[config.mk]
export PLATFORM = sky130hd
export DESIGN_NAME = int_ctrl
export DESIGN_NICKNAME = d
export VERILOG_FILES = /design/src/rtl/int_ctrl.sv
export SDC_FILE = /design/constraint.sdc
export NUM_CORES = 1
export LEC_CHECK = 0
export CORE_MARGIN = 2
export CORE_UTILIZATION = 38
export CTS_CLUSTER_SIZE = 25
export DETAILED_ROUTE_END_ITERATION = 8
export PLACE_DENSITY = 0.72
export SYNTH_ARGS = -nofsm -noshare
export SYNTH_HDL_FRONTEND = slang
export SYNTH_SLANG_ARGS = --single-unit
[constraint.sdc]
create_clock -name clk -period 1.25 [get_ports clk]
set_input_delay 0.25 -clock clk [delete_from_list [all_inputs] [get_ports clk]]
set_output_delay 0.25 -clock clk [all_outputs]
set_load 0.02 [all_outputs]
[src/rtl/int_ctrl.sv]
// Interrupt controller: edge/level sources, pending/enable/mode registers, a claim register and
// an IDLE/ACTIVE/ACKED request FSM. Define INT_CTRL_SYNC_EN to add 2-flop input synchronizers.
module int_ctrl #(
    parameter int unsigned        NUM_INT  = 8,
    parameter logic [NUM_INT-1:0] DEF_MODE = {NUM_INT{1'b1}}
) (
    input  logic               clk,
    input  logic               rst,
    input  logic [NUM_INT-1:0] irq_in,
    input  logic               ins_ack,
    output logic               irq,
    input  logic               i_wb_cyc,
    input  logic [1:0]         i_wb_adr,
    input  logic               i_wb_we,
    input  logic [31:0]        i_wb_data,
    output logic [31:0]        o_wb_rdt,
    output logic               o_wb_ack
);

    typedef enum logic [1:0] {StIdle, StActive, StAcked} state_e;

    state_e             state_q, state_d;
    logic [NUM_INT-1:0] pend_q, pend_d;
    logic [NUM_INT-1:0] ie_q, ie_d;
    logic [NUM_INT-1:0] mode_q, mode_d;
    logic [NUM_INT-1:0] hist_q;
    logic [NUM_INT-1:0] samp;
    logic [NUM_INT-1:0] set_ev;
    logic [NUM_INT-1:0] w1c;
    logic [NUM_INT-1:0] fire;
    logic [31:0]        claim;
    logic               ack_q;
    logic               irq_q;
    logic               wr_en;
    logic               pend_rise;
    logic               unused_wdata;

`ifdef INT_CTRL_SYNC_EN
    logic [NUM_INT-1:0] sync1_q, sync2_q;

    always_ff @(posedge clk or posedge rst) begin
        if (rst) begin
            sync1_q <= '0;
            sync2_q <= '0;
        end else begin
            sync1_q <= irq_in;
            sync2_q <= sync1_q;
        end
    end

    assign samp = sync2_q;
`else
    assign samp = irq_in;
`endif

    assign unused_wdata = ^i_wb_data;
    assign wr_en        = i_wb_cyc & i_wb_we & ack_q;
    assign set_ev       = (mode_q & samp & ~hist_q) | (~mode_q & samp);
    assign fire         = pend_q & ie_q;
    assign pend_rise    = |(pend_d & ~pend_q);

    always_comb begin
        ie_d   = ie_q;
        mode_d = mode_q;
        w1c    = '0;
        if (wr_en) begin
            case (i_wb_adr)
                2'd0:    w1c    = i_wb_data[NUM_INT-1:0];
                2'd1:    ie_d   = i_wb_data[NUM_INT-1:0];
                2'd2:    mode_d = i_wb_data[NUM_INT-1:0];
                default: ;
            endcase
        end
        // A set event in the same cycle as its clear wins.
        pend_d = (pend_q & ~w1c) | set_ev;
    end

    always_comb begin
        claim = '0;
        if (|fire) begin
            claim[31] = 1'b1;
            for (int i = int'(NUM_INT) - 1; i >= 0; i--) begin
                if (fire[i]) claim[4:0] = 5'(i);
            end
        end
    end

    always_comb begin
        o_wb_rdt = '0;
        case (i_wb_adr)
            2'd0:    o_wb_rdt[NUM_INT-1:0] = pend_q;
            2'd1:    o_wb_rdt[NUM_INT-1:0] = ie_q;
            2'd2:    o_wb_rdt[NUM_INT-1:0] = mode_q;
            default: o_wb_rdt = claim;
        endcase
    end

    always_comb begin
        state_d = state_q;
        case (state_q)
            StIdle: begin
                if (|fire) state_d = StActive;
            end
            StActive: begin
                if (ins_ack)     state_d = StAcked;
                else if (~|fire) state_d = StIdle;
            end
            StAcked: begin
                // A freshly pending source re-arms the request.
                if (~|fire || pend_rise) state_d = StIdle;
            end
            default: state_d = StIdle;
        endcase
    end

    always_ff @(posedge clk or posedge rst) begin
        if (rst) begin
            state_q <= StIdle;
            irq_q   <= 1'b0;
            ack_q   <= 1'b0;
            pend_q  <= '0;
            ie_q    <= '0;
            mode_q  <= DEF_MODE;
            hist_q  <= '0;
        end else begin
            state_q <= state_d;
            irq_q   <= (state_d == StActive);
            ack_q   <= i_wb_cyc & ~ack_q;
            pend_q  <= pend_d;
            ie_q    <= ie_d;
            mode_q  <= mode_d;
            hist_q  <= samp;
        end
    end

    assign irq      = irq_q;
    assign o_wb_ack = ack_q;

endmodule

==> impl_metrics.csv <==
group,metric,value,unit
status,run_status,"finished with violations",
status,violations,"setup timing",
global_routing,grt_pass1_vias,1708,
pwr,p_int,2.68,mW
global_routing,grt_overflow,0,
layout,postLayoutCellArea,3030,µm²
floorplan,start_util,39.4,%
worst_setup_path,endpoint_kind,"output pin",
floorplan,num_io_pins,81,
clocking,root_buffer,"clkbuf_8",
floorplan,die_x,74.3,µm
placement,pre_cts_slack,-1080,ps
synthesis,synth-edff-count,0,
global_routing,grt_antenna_before_repair,0,
layout,finalNetCount,319,
placement,placed_cell_area,2640,µm²
worst_setup_path,cp_max_fo,3,
clocking,cts_made_buffers,5,
timing,grt_setup_unrepaired,"yes",
worst_setup_path,slowest_stage,"dfrtp_1",
route,drtIter0Drc,68,
synthesis,syn_avg_cell_area,10.8,µm²
clocking,cts_tree,"yes",
pwr,powerDensity,1290,nW/µm²
timing,clock_skew,6.41,ps
layout,fin_util,63.7,%
layout,drive_gt1_share,47.6,%
timing,max_freq,527,MHz
layout,areaGrowthSynthToFinish,61.6,%
floorplan,core.rowCount,25,
worst_setup_path,crit_family,"compound AO/OA/AOI/OAI gates",
worst_setup_path,cp_cell_sequence,"a221o_1 > a211oi_2 > a211o_1 > buf_6",
min_path,hold_class,"in -> async",
route,num_vias,1644,
worst_setup_path,worstSetupStartpoint,"pend_q[5]",
placement,placedCellCount,319,
clocking,worstSkewPairLatency,290,ps
pwr,p_leak,1.40,nW
clocking,postCtsHoldBufs,0,
route,via_per_inst,4.84,
worst_setup_path,cp-start-kind,"register",
timing,worst_slack,-648,ps
clocking,ctsLongestPathBuffers,2,
worst_setup_path,crit_type,"reg -> out",
placement,io_buffers,33,
floorplan,dieArea,5510,µm²
pwr,p_switching,1.24,mW
layout,stdcell_count,340,
route,drc,0,
synthesis,async_reset_ff_share,100,%
placement,post-dp-hpwl,3480,µm
clocking,path_clk_slew,70,ps
clocking,htreeDepth,2,
global_routing,grt_pass1_wl,8160,µm
timing,hold_viol_final,0,
synthesis,yosys_warnings,0,
timing,min_period,1900,ps
synthesis,syn_area,1880,µm²
floorplan,core,4750,µm²
route,ant_nets,0,
synthesis,synth.distinct_cells,34,
worst_setup_path,max_stage_delay,420,ps
floorplan,dieHeight,74.3,µm
job,drv_cap,0,
pwr,seqPwrFrac,39.1,%
pwr,swShare,31.7,%
synthesis,synth_ff_type,"dfrtp_1",
layout,num_antenna_cells,0,
pwr,clkPwrFrac,21.8,%
worst_setup_path,crit_buf_inv,1,
route,dr.pass1.iters,4,
worst_setup_path,crit_required,1000,ps
worst_setup_path,worstPathArrival,1650,ps
synthesis,synth_cells,173,
synthesis,yosysTopAreaCell,"dfrtp_1",
synthesis,synth_top_area_share,37.4,%
global_routing,grt_max_degree,37,
pwr,p_comb_share,39.0,%
timing,setup_violations,34,
timing,fin_tns_setup,-5050,ps
pwr,irDropWorstVdd,0.583,mV
synthesis,yosys_register_bits,36,
synthesis,ys_seq_area_share,48.6,%
route,wirelength,5340,µm
worst_setup_path,rr_startpoint,"pend_q[5]",
global_routing,grt_usage,20.4,%
timing,drv_slew,0,
timing,post-route-period-util,152,%
synthesis,synth_top_cells_by_area,"dfrtp_1 (37%), dfstp_2 (11%), buf_4 (9.6%)",
clocking,cts.sinks,36,
placement,place.gp.congestion,0.909,
route,detail_route.wl_per_cell,15.7,µm
## layout make-up
cell class | instances | area, µm²
clock buffer | 8 | 90.1
tap | 67 | 83.8
fill | 365 | 1720
inverter | 1 | 3.75
multi-input combinational | 131 | 1070
timing repair buffer | 97 | 868
sequential | 36 | 912
## metrics by stage
stage	power (mW)	hold WS, ps
after floorplan	2.23	281
after global placement	2.73	459
after detailed placement	2.76	469
after CTS	3.75	318
after global routing	4.11	342
final	3.92	310
## logic make-up after synthesis
kind of cell    share of synthesized area (%)
flops                                    48.6
mux                                      13.3
simple gates                             14.9
other cells                             0.200
buf+inv                                  10.5
compound gates                           12.5
## routing by layer
layer / global-route usage, % / vias to the layer above / part of all wire (%)
met2: 33.8 / 68 / 49
met1: 25.0 / 794 / 42
met4: 10.1 / 0 / 2.9
met5: 0 / - / 0
met3: 4.74 / 11 / 5.8
li1: - / 771 / -
## Yosys cell counts, types with 2 or more instances
master,count
o21ai_0,5
o221ai_1,2
a22oi_1,2
a31oi_1,2
dfstp_2,8
mux2i_1,7
dfrtp_1,28
nor3b_1,2
nand2b_1,2
a22o_1,9
clkbuf_1,2
nor2_1,5
a32o_1,2
nand2_1,32
mux2_2,16
nor2b_1,4
a211oi_1,2
nand3b_1,4
buf_4,24
## timing repair
action	CTS	global route
buffers inserted	10	5
resized for setup	89	24
endpoints found under the setup margin	38	37
pin swaps	16	13
## power by group through the flow
stage	registers [mW]	logic [mW]	clock network (mW)
2_1_floorplan	1.55	0.679	0
3_3_place_gp	1.53	1.21	0
3_5_place_dp	1.53	1.23	0
4_1_cts	1.52	1.35	0.874
5_1_grt	1.56	1.63	0.920
6_report	1.54	1.53	0.857
## sequential cells by signal (all words and copies together), names as in the netlist
signal,count
mode_q,8
ie_q,8
pend_q,8
state_q,2
irq,1
hist_q,8
o_wb_ack,1
## final timing paths
check / slack (ps) / end / depth (start not counted)
setup / recovery: -650 / o_wb_rdt[1] / 4
hold / removal: 310 / hist_q[3] / 3
setup reg to reg: -230 / state_q[1] / 7
hold reg to reg: 480 / o_wb_ack / 1
max in group asynchronous: 680 / mode_q[1] / 3
min in group clk: 400 / o_wb_ack / 2
## cell usage in the layout (no fill, tap or decap), types with 5 or more instances in the layout
cell type        synthesis  routed
dfstp_2                  8       8
mux2_4                   0      16
conb_1                   1      23
clkbuf_8                 0       6
buf_6                    0      19
clkdlybuf4s50_1          0      18
o21ai_1                  0       5
nand2_1                 32      28
mux2i_1                  7       7
buf_4                   24      51
a22o_1                   9       9
dfrtp_1                 28      27
## worst reg2reg max path: stages (launching register included)
cell,delay (ps)
dfrtp_1,420
buf_4,150
nand2_1,80
nand3_2,160
buf_6,170
buf_6,110
o221ai_4,160
o32ai_2,120
(Power assumes the default switching activity.)
